[src/rtl/xif_result_queue.sv]
// xif_result_queue: circular result FIFO for the XIF result interface.
// Killed entries stay queued with live=0 and are silently dropped when they reach the head.
module xif_result_queue #(
    parameter int QUEUE_DEPTH = 4,
    parameter int X_ID_WIDTH  = 4,
    parameter int FLEN        = 32
) (
    input  logic                               clk,
    input  logic                               reset,
    input  logic                               in_valid,
    output logic                               in_ready,
    input  logic [X_ID_WIDTH-1:0]              in_id,
    input  logic [FLEN-1:0]                    in_data,
    input  logic [4:0]                         in_rd,
    input  logic                               in_we,
    input  logic                               in_exc,
    input  logic [5:0]                         in_exccode,
    input  logic                               commit_valid,
    input  logic [X_ID_WIDTH-1:0]              commit_id,
    input  logic                               commit_kill,
    output logic                               result_valid,
    input  logic                               result_ready,
    output logic [X_ID_WIDTH-1:0]              result_id,
    output logic [FLEN-1:0]                    result_data,
    output logic [4:0]                         result_rd,
    output logic                               result_we,
    output logic                               result_exc,
    output logic [5:0]                         result_exccode,
    output logic [$clog2(QUEUE_DEPTH+1)-1:0]   count,
    output logic                               overflow
);
    localparam int PW = $clog2(QUEUE_DEPTH);
    localparam int CW = $clog2(QUEUE_DEPTH+1);
    localparam int EW = X_ID_WIDTH + FLEN + 13;

    logic [PW-1:0]          rd_ptr_q, rd_ptr_d, wr_ptr_q, wr_ptr_d;
    logic [CW-1:0]          count_q, count_d;
    logic [QUEUE_DEPTH-1:0] live_q, live_d;
    logic [EW-1:0]          mem_q [QUEUE_DEPTH];
    logic [EW-1:0]          mem_d [QUEUE_DEPTH];
    logic                   overflow_q, overflow_d;
    logic                   push, pop, kill;

    function automatic logic [PW-1:0] nxt(input logic [PW-1:0] p);
        return (p == PW'(QUEUE_DEPTH-1)) ? '0 : p + 1'b1;
    endfunction

    assign in_ready     = count_q < CW'(QUEUE_DEPTH);
    assign result_valid = (count_q != '0) && live_q[rd_ptr_q];
    assign {result_id, result_data, result_rd, result_we, result_exc, result_exccode} = mem_q[rd_ptr_q];
    assign count        = count_q;
    assign overflow     = overflow_q;

    always_comb begin
        push = in_valid && in_ready;
        // a dead head is dropped regardless of result_ready
        pop  = (count_q != '0) && (!live_q[rd_ptr_q] || result_ready);
        kill = commit_valid && commit_kill;
        live_d = live_q;
        mem_d  = mem_q;
        for (int i = 0; i < QUEUE_DEPTH; i++)
            if (kill && mem_q[i][EW-1 -: X_ID_WIDTH] == commit_id) live_d[i] = 1'b0;
        if (pop) live_d[rd_ptr_q] = 1'b0;
        if (push) begin
            live_d[wr_ptr_q] = !(kill && in_id == commit_id);
            mem_d[wr_ptr_q]  = {in_id, in_data, in_rd, in_we, in_exc, in_exccode};
        end
        rd_ptr_d   = pop ? nxt(rd_ptr_q) : rd_ptr_q;
        wr_ptr_d   = push ? nxt(wr_ptr_q) : wr_ptr_q;
        count_d    = count_q + CW'(push) - CW'(pop);
        overflow_d = overflow_q || (in_valid && !in_ready);
    end

    always_ff @(posedge clk) begin
        if (reset) begin
            rd_ptr_q   <= '0;
            wr_ptr_q   <= '0;
            count_q    <= '0;
            live_q     <= '0;
            overflow_q <= 1'b0;
        end else begin
            rd_ptr_q   <= rd_ptr_d;
            wr_ptr_q   <= wr_ptr_d;
            count_q    <= count_d;
            live_q     <= live_d;
            overflow_q <= overflow_d;
        end
    end

    always_ff @(posedge clk) mem_q <= mem_d;
endmodule

[config.mk]
export PLATFORM = sky130hd
export DESIGN_NAME = xif_result_queue
export DESIGN_NICKNAME = d
export VERILOG_FILES = /design/src/rtl/xif_result_queue.sv
export SDC_FILE = /design/constraint.sdc
export NUM_CORES = 1
export LEC_CHECK = 0
export BUFFER_PORTS_ARGS = -buffer_cell sky130_fd_sc_hd__buf_2
export CAP_MARGIN = 20
export CORE_UTILIZATION = 57
export DETAILED_ROUTE_END_ITERATION = 16
export GPL_ROUTABILITY_DRIVEN = 0
export PLACE_DENSITY = 0.79
export RECOVER_POWER = 100
export SLEW_MARGIN = 10
export SYNTH_ARGS = -nofsm -noshare
export SYNTH_HDL_FRONTEND = slang
export SYNTH_SLANG_ARGS = --single-unit
[constraint.sdc]
create_clock -name clk -period 3.6 [get_ports clk]
set_clock_uncertainty 0.15 [all_clocks]
set_input_delay 0 -clock clk [delete_from_list [all_inputs] [get_ports clk]]
set_output_delay 0 -clock clk [all_outputs]
set_load 0.02 [all_outputs]
==> results.cfg, run 1 <==
[die]
die_w_um = 120
initial_utilization_pct = 59.4
die_h_um = 120
core_area_sq_um = 13500
die_area_sq_um = 14500
ios = 114
core.rowCount = 42

[detailed_routing]
top_layer = met4
routed_wl_um = 15300
drtAntennaViolNets = 0
wl_met1_um = 6520
vias = 4140
met3_length_um = 960
wl_met2_um = 7600
wire_per_inst_um = 20.7
route.detailed.drc = 0
drt_iter0_drc = 366
viasPerCell = 5.58
drtPass1Iterations = 5

[logic_synthesis]
synthCells = 370
syn_area_per_cell_sq_um = 21.6
synth-compound-area-share_pct = 1.16
syn_nets = 439
ys_seq_area_share_pct = 76.6
synth.area.top_cells = edfxtp_1 74%, mux4_2 14%, dfxtp_1 3.0%, xnor2_1 1.5%, ha_1 1.4%
synth_top_family_by_area = multiplexers
synthMuxAreaShare_pct = 14.3
synthArstFlopShare_pct = 0
postSynthRegisterBits = 208
yosysWarnings = 0
yosys_most_used_dff = edfxtp_1
synth_area_leader_cell = edfxtp_1
syn-cell-area_sq_um = 8000
synth-simple-area-share_pct = 2.32
yosys.area_share.adder_pct = 1.66
synth_top_area_share_pct = 73.6
ys_types = 26
synth-xor-area-share_pct = 2.30
synth.most_common_cell = edfxtp_1
synth_common_cells = 196 x edfxtp_1, 50 x mux4_2, 14 x xnor2_1
synth-edff-count = 196

[cts]
clock-sinks = 208
path_clk_slew_ps = 60
cts_root_buffer = clkbuf_16
cts_resized = 0
cts_buffers = 21
postCtsSetupBuffers = 0
h-tree-depth = 1
cts_tree = built
clockBufferDepth = 3
clk-insertion-delay-late_ps = 480

[layout]
fin_nets = 621
drive_gt1_share_pct = 17.1
final_util_pct = 73.5
diodes = 0
area_growth_pct = 23.7

[worst_setup_path]
required_ps = 3450
crit_family = buffers and inverters
path_buf_inv = 2
arrival_ps = 2770
path_cells = clkbuf_2, mux4_2, clkbuf_1
critPathCaptureType = output pin
cp.depth = 3
cp-start-kind = register
rrSetupSlack_ps = 740
path_max_fanout = 53
slowest_delay_ps = 1110
rr_worst_depth = 9
worstSetupPathType = reg2out
slowest_stage = clkbuf_2

[global_route]
grt_use_total_pct = 22.2
grt_pass1_vias = 4440
grt.overflow.total = 0
grt_pass1_wl_um = 24000
grt_max_degree = 55
antenna_found_initial = 0

[sta]
fin_tns_setup_ps = 0
final-hold-violation-count = 0
slew_headroom_pct = 0.246
max_freq_mhz = 343
period_needed_ps = 2920
tightest_slew_ps = 1500
timing.final.crit_share_pct = 81.0
rsz0062_at_grt = no
final_max_slew_viol_count = 0
setup_viol = 0

[place]
dp_hpwl_um = 8330
io_buffers = 113

[pwr]
ir_drop_uv = 549
p_clk_share_pct = 29.4
p_seq_share_pct = 41.5
cellLeakagePower_uw = 0.00322
power-per-cell-area_nw_per_um2 = 723
p_switching_uw = 2210
internal_power_uw = 4940
combinationalPowerShare_pct = 29.0
switching_share_pct = 30.9

[worst_hold_path]
hold_class = in2reg
whs_path_depth = 5

[outcome]
violations = capacitance limit
status = finished with violations

[job]
drv_cap = 1
-- repair_timing --
item                                   4_1_cts  5_1_grt
hold buffers                                58        0
endpoints found under the hold margin      208        0
setup endpoints to repair                    0        0
-- cells by family after synthesis --
logic type | count (synthesis)
buffers and inverters | 31
XOR/XNOR | 21
adder cells (fa/ha/maj) | 10
flip-flops | 208
AND/OR/NAND/NOR | 37
multiplexers | 52
AO/OA/AOI/OAI | 11
-- worst min-delay path: cells and delay by family --
| family | cells | cell delay (ps) |
|---|---|---|
| xor+xnor | 1 | 90 |
| simple gates | 2 | 130 |
| buf+inv | 1 | 160 |
| compound gates | 1 | 250 |
-- per-stage QoR --
stage	instances	power [uW]	area, sq um	setup WS, ps	hold slack [ps]
floorplan	370	4500	8000	1020	-51.1
global placement	647	5100	8800	1130	60.5
detailed placement	647	5140	8800	1010	66.7
CTS	742	7280	10000	876	39.2
global route	742	7460	9890	506	80.1
finish	742	7150	9890	684	50.5
-- cell type report --
cell class | count | area, sq um
clock inverters | 13 | 125
repair buffers | 177 | 1110
flip-flops and latches | 208 | 6130
inverters | 13 | 48.8
clock buffers | 24 | 537
fillers | 875 | 3560
multi-input cells | 131 | 1730
well taps | 176 | 220
-- sequential cells by signal, indices dropped and copies added (netlist names) --
signal,cells
mem_q,196
rd_ptr_q,2
wr_ptr_q,2
live_q,4
count,3
overflow,1
-- routing by layer --
layer  vias to the layer above  GRT usage (%)
met1                      2098           30.7
li1                       1862              -
met3                        27           4.62
met4                         0           5.25
met2                       153           36.9
met5                         -              0
-- path summary, 6_finish.rpt --
check                           startpoint                   end
hold reg to reg       live_q[3]$_SDFF_PP0_  live_q[3]$_SDFF_PP0_
hold / removal                commit_id[0]  live_q[1]$_SDFF_PP0_
setup / recovery  rd_ptr_q[1]$_SDFFE_PP0P_          result_id[3]
setup reg to reg  rd_ptr_q[0]$_SDFFE_PP0P_   count[2]$_SDFF_PP0_
-- placed cells by master, fill, tap and decap left out, types with 2 or more instances in the layout --
cell type and instances:
buf_12 4, nand3_1 3, nand3b_1 4, mux4_2 50, nand2_1 5, clkinv_2 5, ha_1 9, bufinv_16 2
nor2_1 12, mux2i_1 2, clkinvlp_4 2, dlygate4sd3_1 58, xnor2_1 14, nor2b_1 4, o32ai_1 4, inv_1 13
dfxtp_1 12, clkinv_1 2, and2_1 3, clkbuf_1 107, xor2_1 7, nor3_1 4, a21oi_1 4, edfxtp_1 196
clkbuf_16 21, buf_2 9
-- power groups by stage --
stage / Clock, uW / Sequential, uW / Combinational, uW
2_1_floorplan: 0 / 3020 / 1490
3_3_place_gp: 0 / 3000 / 2100
3_5_place_dp: 0 / 3010 / 2130
4_1_cts: 2120 / 2970 / 2190
5_1_grt: 2230 / 2990 / 2230
6_report: 2100 / 2970 / 2080
No activity file was read; power rests on OpenSTA's default activity.
==> run 2: changes to the inputs <==
==> constraint.sdc (replaced) <==
create_clock -name clk -period 2.8 [get_ports clk]
set_clock_uncertainty 0.15 [all_clocks]
set_input_delay 0 -clock clk [delete_from_list [all_inputs] [get_ports clk]]
set_output_delay 0 -clock clk [all_outputs]
set_load 0.02 [all_outputs]
==> run 2 against run 1 <==
The run now ends clean. Sequential share of layout area is 0.44 points lower. Worst setup slack worse by 500 ps. Via count up 1.3%. Combinational power rose by 29%. Critical path depth is 6 higher. Cell area grew 0.73%. Sequential cell count unchanged. Wire length increased by 3.2%. Largest cell class unchanged. Largest power group unchanged.
==> results.cfg, run 2 (synthesized netlist as in run 1, its figures left out) <==
[die]
initial_utilization_pct = 59.4
die_w_um = 120
die_h_um = 120
ios = 114
die_area_sq_um = 14500
core.rowCount = 42
core_area_sq_um = 13500

[detailed_routing]
drtAntennaViolNets = 0
vias = 4194
wire_per_inst_um = 21.1
routed_wl_um = 15800
viasPerCell = 5.59
route.detailed.drc = 0
drtPass1Iterations = 4
drt_iter0_drc = 312

[global_route]
antenna_found_initial = 0
grt_use_total_pct = 22.7
grt_pass1_wl_um = 24600
grt.overflow.total = 0
grt_pass1_vias = 4574
grt_max_degree = 55

[worst_setup_path]
slowest_stage = mux4_2
path_cells = mux4_2, a21oi_4, xor2_1, ha_1, inv_1, fa_1, xnor2_1, xnor2_1, nor2_1
path_max_fanout = 8
worstSetupPathType = reg2reg
cp_common_cell = xnor2_1
slowest_delay_ps = 550
arrival_ps = 2850
required_ps = 3030
cp-start-kind = register
critPathCaptureType = register

[sta]
final_max_slew_viol_count = 0
max_freq_mhz = 382
timing.final.crit_share_pct = 93.5
tightest_slew_ps = 856
fin_tns_setup_ps = 0
period_needed_ps = 2620
final-hold-violation-count = 0
setup_viol = 0
slew_headroom_pct = 43.0
rsz0062_at_grt = no

[pwr]
p_seq_share_pct = 40.7
combinationalPowerShare_pct = 28.6
internal_power_uw = 6520
ir_drop_uv = 686
p_switching_uw = 2880
switching_share_pct = 30.7
cellLeakagePower_uw = 0.00325
p_clk_share_pct = 30.7
power-per-cell-area_nw_per_um2 = 943

[cts]
cts_buffers = 22
clockBufferDepth = 3
clk-insertion-delay-late_ps = 490
cts_root_buffer = clkbuf_16
h-tree-depth = 1
cts_resized = 0
cts_tree = built
clock-sinks = 208
path_clk_slew_ps = 60

[layout]
final_cell_mix = 196 x edfxtp_1, 110 x clkbuf_1, 59 x dlygate4sd3_1
layout_commonest_cell = edfxtp_1
largest_register_ffs = 196
fin_nets = 627
drive_gt1_share_pct = 17.8
fillerInstances = 827
fin_cells = 750
diodes = 0
top_register = mem_q
area_growth_pct = 24.6

[place]
dp_hpwl_um = 8330
post-place-cells = 650
io_buffers = 113

[outcome]
status = finished clean

[job]
drv_cap = 0

[worst_hold_path]
hold_class = in2reg
run 2: cell types whose count changed in the layout (fill, tap and decap cells not counted), moves of 2 or more:
| cell | before | now |
|---|---|---|
| inv_1 | 13 | 11 |
| buf_12 | 4 | 0 |
| clkbuf_1 | 107 | 110 |
| clkinv_1 | 2 | 5 |
| clkbuf_4 | 0 | 3 |
| clkbuf_2 | 1 | 4 |
run 2: power by group through the flow:
stage          Clock, uW  Sequential, uW  Combinational (uW)
2_1_floorplan          0            3880                1910
3_3_place_gp           0            3850                2700
3_5_place_dp           0            3880                2730
4_1_cts             2920            3820                2830
5_1_grt             3040            3850                2880
6_report            2880            3830                2690
run 2: what timing repair did:
item	CTS	global route
hold buffers	59	0
buffers inserted	0	0
endpoints found under the hold margin	208	0
run 2: routing by layer:
layer	part of all wire [%]	track usage [%]	vias to the layer above
met3	6.9	4.81	22
met1	39	29.6	2129
met2	53	39.7	172
met5	0	0	-
met4	1.4	5.17	0
li1	-	-	1871
run 2: area by class of cell:
cell class                      count  area (sq um)  area share, %
Clock inverter                     13           154           1.54
Multi-Input combinational cell    131          1740           17.5
Timing Repair Buffer              182          1110           11.1
Inverter                           13          48.8          0.490
Sequential cell                   208          6130           61.5
Tap cell                          176           220           2.21
Clock buffer                       27           569           5.71
run 2: worst paths after layout:
| check | from | to | slack (ps) | cells past startpoint |
|---|---|---|---|---|
| hold / removal | commit_id[2] | live_q[1]$_SDFF_PP0_ | 20 | 5 |
| hold reg to reg | live_q[2]$_SDFF_PP0_ | live_q[2]$_SDFF_PP0_ | 360 | 2 |
| setup / recovery | rd_ptr_q[0]$_SDFFE_PP0P_ | count[2]$_SDFF_PP0_ | 180 | 9 |
| setup reg to reg | rd_ptr_q[0]$_SDFFE_PP0P_ | count[2]$_SDFF_PP0_ | 180 | 9 |
run 2: per-stage QoR:
stage | area (sq um) | worst slack [ps] | power (uW) | utilization, % | hold slack [ps]
floorplan | 8000 | 217 | 5790 | - | -51.1
global placement | 8800 | 328 | 6560 | 65.4 | 58.7
detailed placement | 8800 | 235 | 6610 | 65.4 | 66.3
CTS | 10100 | 84.1 | 9570 | 75.2 | 2.58
global route | 9970 | 84.8 | 9770 | 74.1 | 80.8
finish | 9970 | 181 | 9400 | 74.1 | 20.6
run 2: worst max-delay path, delay by kind of cell, from the launching register on:
kind / cells / cell delay [ps]
buf+inv: 1 / 60
flops: 1 / 360
mux: 1 / 550
simple gates: 1 / 50
xor+xnor: 3 / 510
compound gates: 1 / 270
fa+ha+maj: 2 / 550
==> run 3: changes to the inputs <==
--- a/config.mk
+++ b/config.mk
@@ -7,10 +7,12 @@
 export LEC_CHECK = 0
 export BUFFER_PORTS_ARGS = -buffer_cell sky130_fd_sc_hd__buf_2
 export CAP_MARGIN = 20
-export CORE_UTILIZATION = 57
+export CORE_UTILIZATION = 59
+export CTS_BUF_LIST = sky130_fd_sc_hd__clkbuf_8
 export DETAILED_ROUTE_END_ITERATION = 16
 export GPL_ROUTABILITY_DRIVEN = 0
-export PLACE_DENSITY = 0.79
+export HOLD_SLACK_MARGIN = 0.12
+export PLACE_DENSITY = 0.82
 export RECOVER_POWER = 100
 export SLEW_MARGIN = 10
 export SYNTH_ARGS = -nofsm -noshare
==> run 3 against run 2 <==
Critical path depth stayed put. Cell area is 4.6% higher. Combinational power grew 4%. Sequential cell count did not move. Sequential power about the same. Register-to-register slack gained 40 ps. Die area is 3.3% lower. Maximum frequency rose by 1.4%. Non-clock buffer count is 55 higher. Worst setup slack better by 35 ps.
==> results.cfg, run 3 (synthesized netlist as in run 1, its figures left out) <==
[detailed_routing]
drtAntennaViolNets = 0
wire_per_inst_um = 20.5
vias = 4449
drt_iter0_drc = 275
route.detailed.drc = 0
drtPass1Iterations = 4
viasPerCell = 5.42
routed_wl_um = 16800

[layout]
drive_gt1_share_pct = 23.7
multi_input_area_sq_um = 1740
top_register = mem_q
fin_cells = 821
area_growth_pct = 30.4
regArea_sq_um = 6130
diodes = 0
final_cell_mix = 196 x edfxtp_1, 114 x dlygate4sd3_1, 58 x clkbuf_1
final_util_pct = 78.7
largest_register_ffs = 196
fillerInstances = 738
layout_commonest_cell = edfxtp_1
fin_nets = 691

[worst_setup_path]
arrival_ps = 2850
reg2reg_to = count[2]$_SDFF_PP0_
slowest_stage = mux4_2
slowest_delay_ps = 550
rrSetupSlack_ps = 220
rr_worst_depth = 9
path_buf_inv = 1
path_max_fanout = 8
required_ps = 3070
path_cells = mux4_2, a21oi_4, xor2_1, ha_1, inv_1, fa_1, xnor2_1, xnor2_1, nor2_1
crit_family = multiplexers
critPathCaptureType = register
r2r_start = rd_ptr_q[0]$_SDFFE_PP0P_
crit_start = rd_ptr_q[0]$_SDFFE_PP0P_
cp_common_cell = xnor2_1
cp-start-kind = register
worstSetupPathType = reg2reg

[global_route]
grt_pass1_wl_um = 25700
top_usage_layer = met2
grt_use_met1_pct = 30.0
grt_max_degree = 55
grt_use_total_pct = 24.7
antenna_found_initial = 0
grt_pass1_vias = 4828
grtUsageMet2_pct = 43.5
grtUsageMet3_pct = 6.81
grt.overflow.total = 0

[die]
die_h_um = 118
initial_utilization_pct = 60.4
ios = 114
core.rowCount = 42
die_w_um = 118
die_area_sq_um = 14000
core_area_sq_um = 13200

[cts]
h-tree-depth = 1
cts_buffers = 31
clock-sinks = 208
holdBufCountCts = 114
postCtsSetupBuffers = 0
cts_tree = built
clockBufferDepth = 3
cts_root_buffer = clkbuf_8
clk-insertion-delay-late_ps = 530
cts_resized = 0
path_clk_slew_ps = 60

[pwr]
power-per-cell-area_nw_per_um2 = 840
ir_drop_uv = 616
power_uw = 8760
cellLeakagePower_uw = 0.00360

[sta]
timing.final.crit_share_pct = 92.3
slew_headroom_pct = 40.4
final-hold-violation-count = 0
final_max_slew_viol_count = 0
fin_tns_setup_ps = 0
tightest_slew_ps = 894
setup_viol = 0
rsz0062_at_grt = no
period_needed_ps = 2580
max_freq_mhz = 387

[place]
dp_hpwl_um = 8540
io_buffers = 113
post-place-cells = 650

[outcome]
status = finished clean

[worst_hold_path]
hold_class = in2reg
holdPathEnd = count[1]$_SDFF_PP0_
whs_path_depth = 3
min-delay-start = reset

[job]
drv_cap = 0
==> run 3: cell count changes in the layout (fill, tap and decap cells not counted), sizes merged <==
cell / change
clkinv: +5
bufinv: -3
clkbuf: -45
inv: +11
clkinvlp: -1
dlygate4sd3: +55
buf: +49
==> run 3: worst reg2reg max path, cell delays in order, from the launching register on <==
cell	delay, ps
dfxtp_1	360
mux4_2	550
a21oi_4	280
xor2_1	180
ha_1	160
inv_1	50
fa_1	380
xnor2_1	180
xnor2_1	130
nor2_1	50
==> run 3: cell type report <==
type | instances | share of cell area, %
Sequential cell | 208 | 58.8
Multi-Input combinational cell | 131 | 16.7
Clock inverter | 25 | 0.948
Clock buffer | 31 | 4.09
Timing Repair Buffer | 237 | 16.9
Tap cell | 176 | 2.11
Inverter | 13 | 0.468
==> run 3: metal layers <==
layer / share of wire [%] / vias up
met1: 38 / 2227
met4: 1.4 / 0
met5: 0 / -
met3: 7.6 / 28
li1: - / 2012
met2: 53 / 182
==> run 3: how the worst max path moves through the flow <==
stage                     endpoint  cells after the start
6_report       count[2]$_SDFF_PP0_                      9
4_1_cts            result_data[13]                      3
5_1_grt         mem_q[3]$_DFFE_PP_                      5
2_1_floorplan  count[2]$_SDFF_PP0_                     10
3_3_place_gp   count[2]$_SDFF_PP0_                      9
3_5_place_dp   count[2]$_SDFF_PP0_                      9
==> run 3: stage by stage <==
stage | area (sq um) | setup slack (ps) | hold slack, ps
finish | 10400 | 217 | 193
global route | 10400 | 68.5 | 193
CTS | 10500 | 58.9 | 145
detailed placement | 8820 | 234 | 66.1
global placement | 8820 | 320 | 59.1
floorplan | 8000 | 217 | -51.1
==> run 3: where the power goes <==
part	switching [uW]	total, uW	internal, uW	leakage [uW]
Clock	1110	2140	1030	0.000309
Sequential	101	3820	3720	0.00189
Combinational	1650	2800	1150	0.00140
Total	2860	8760	5900	0.00360
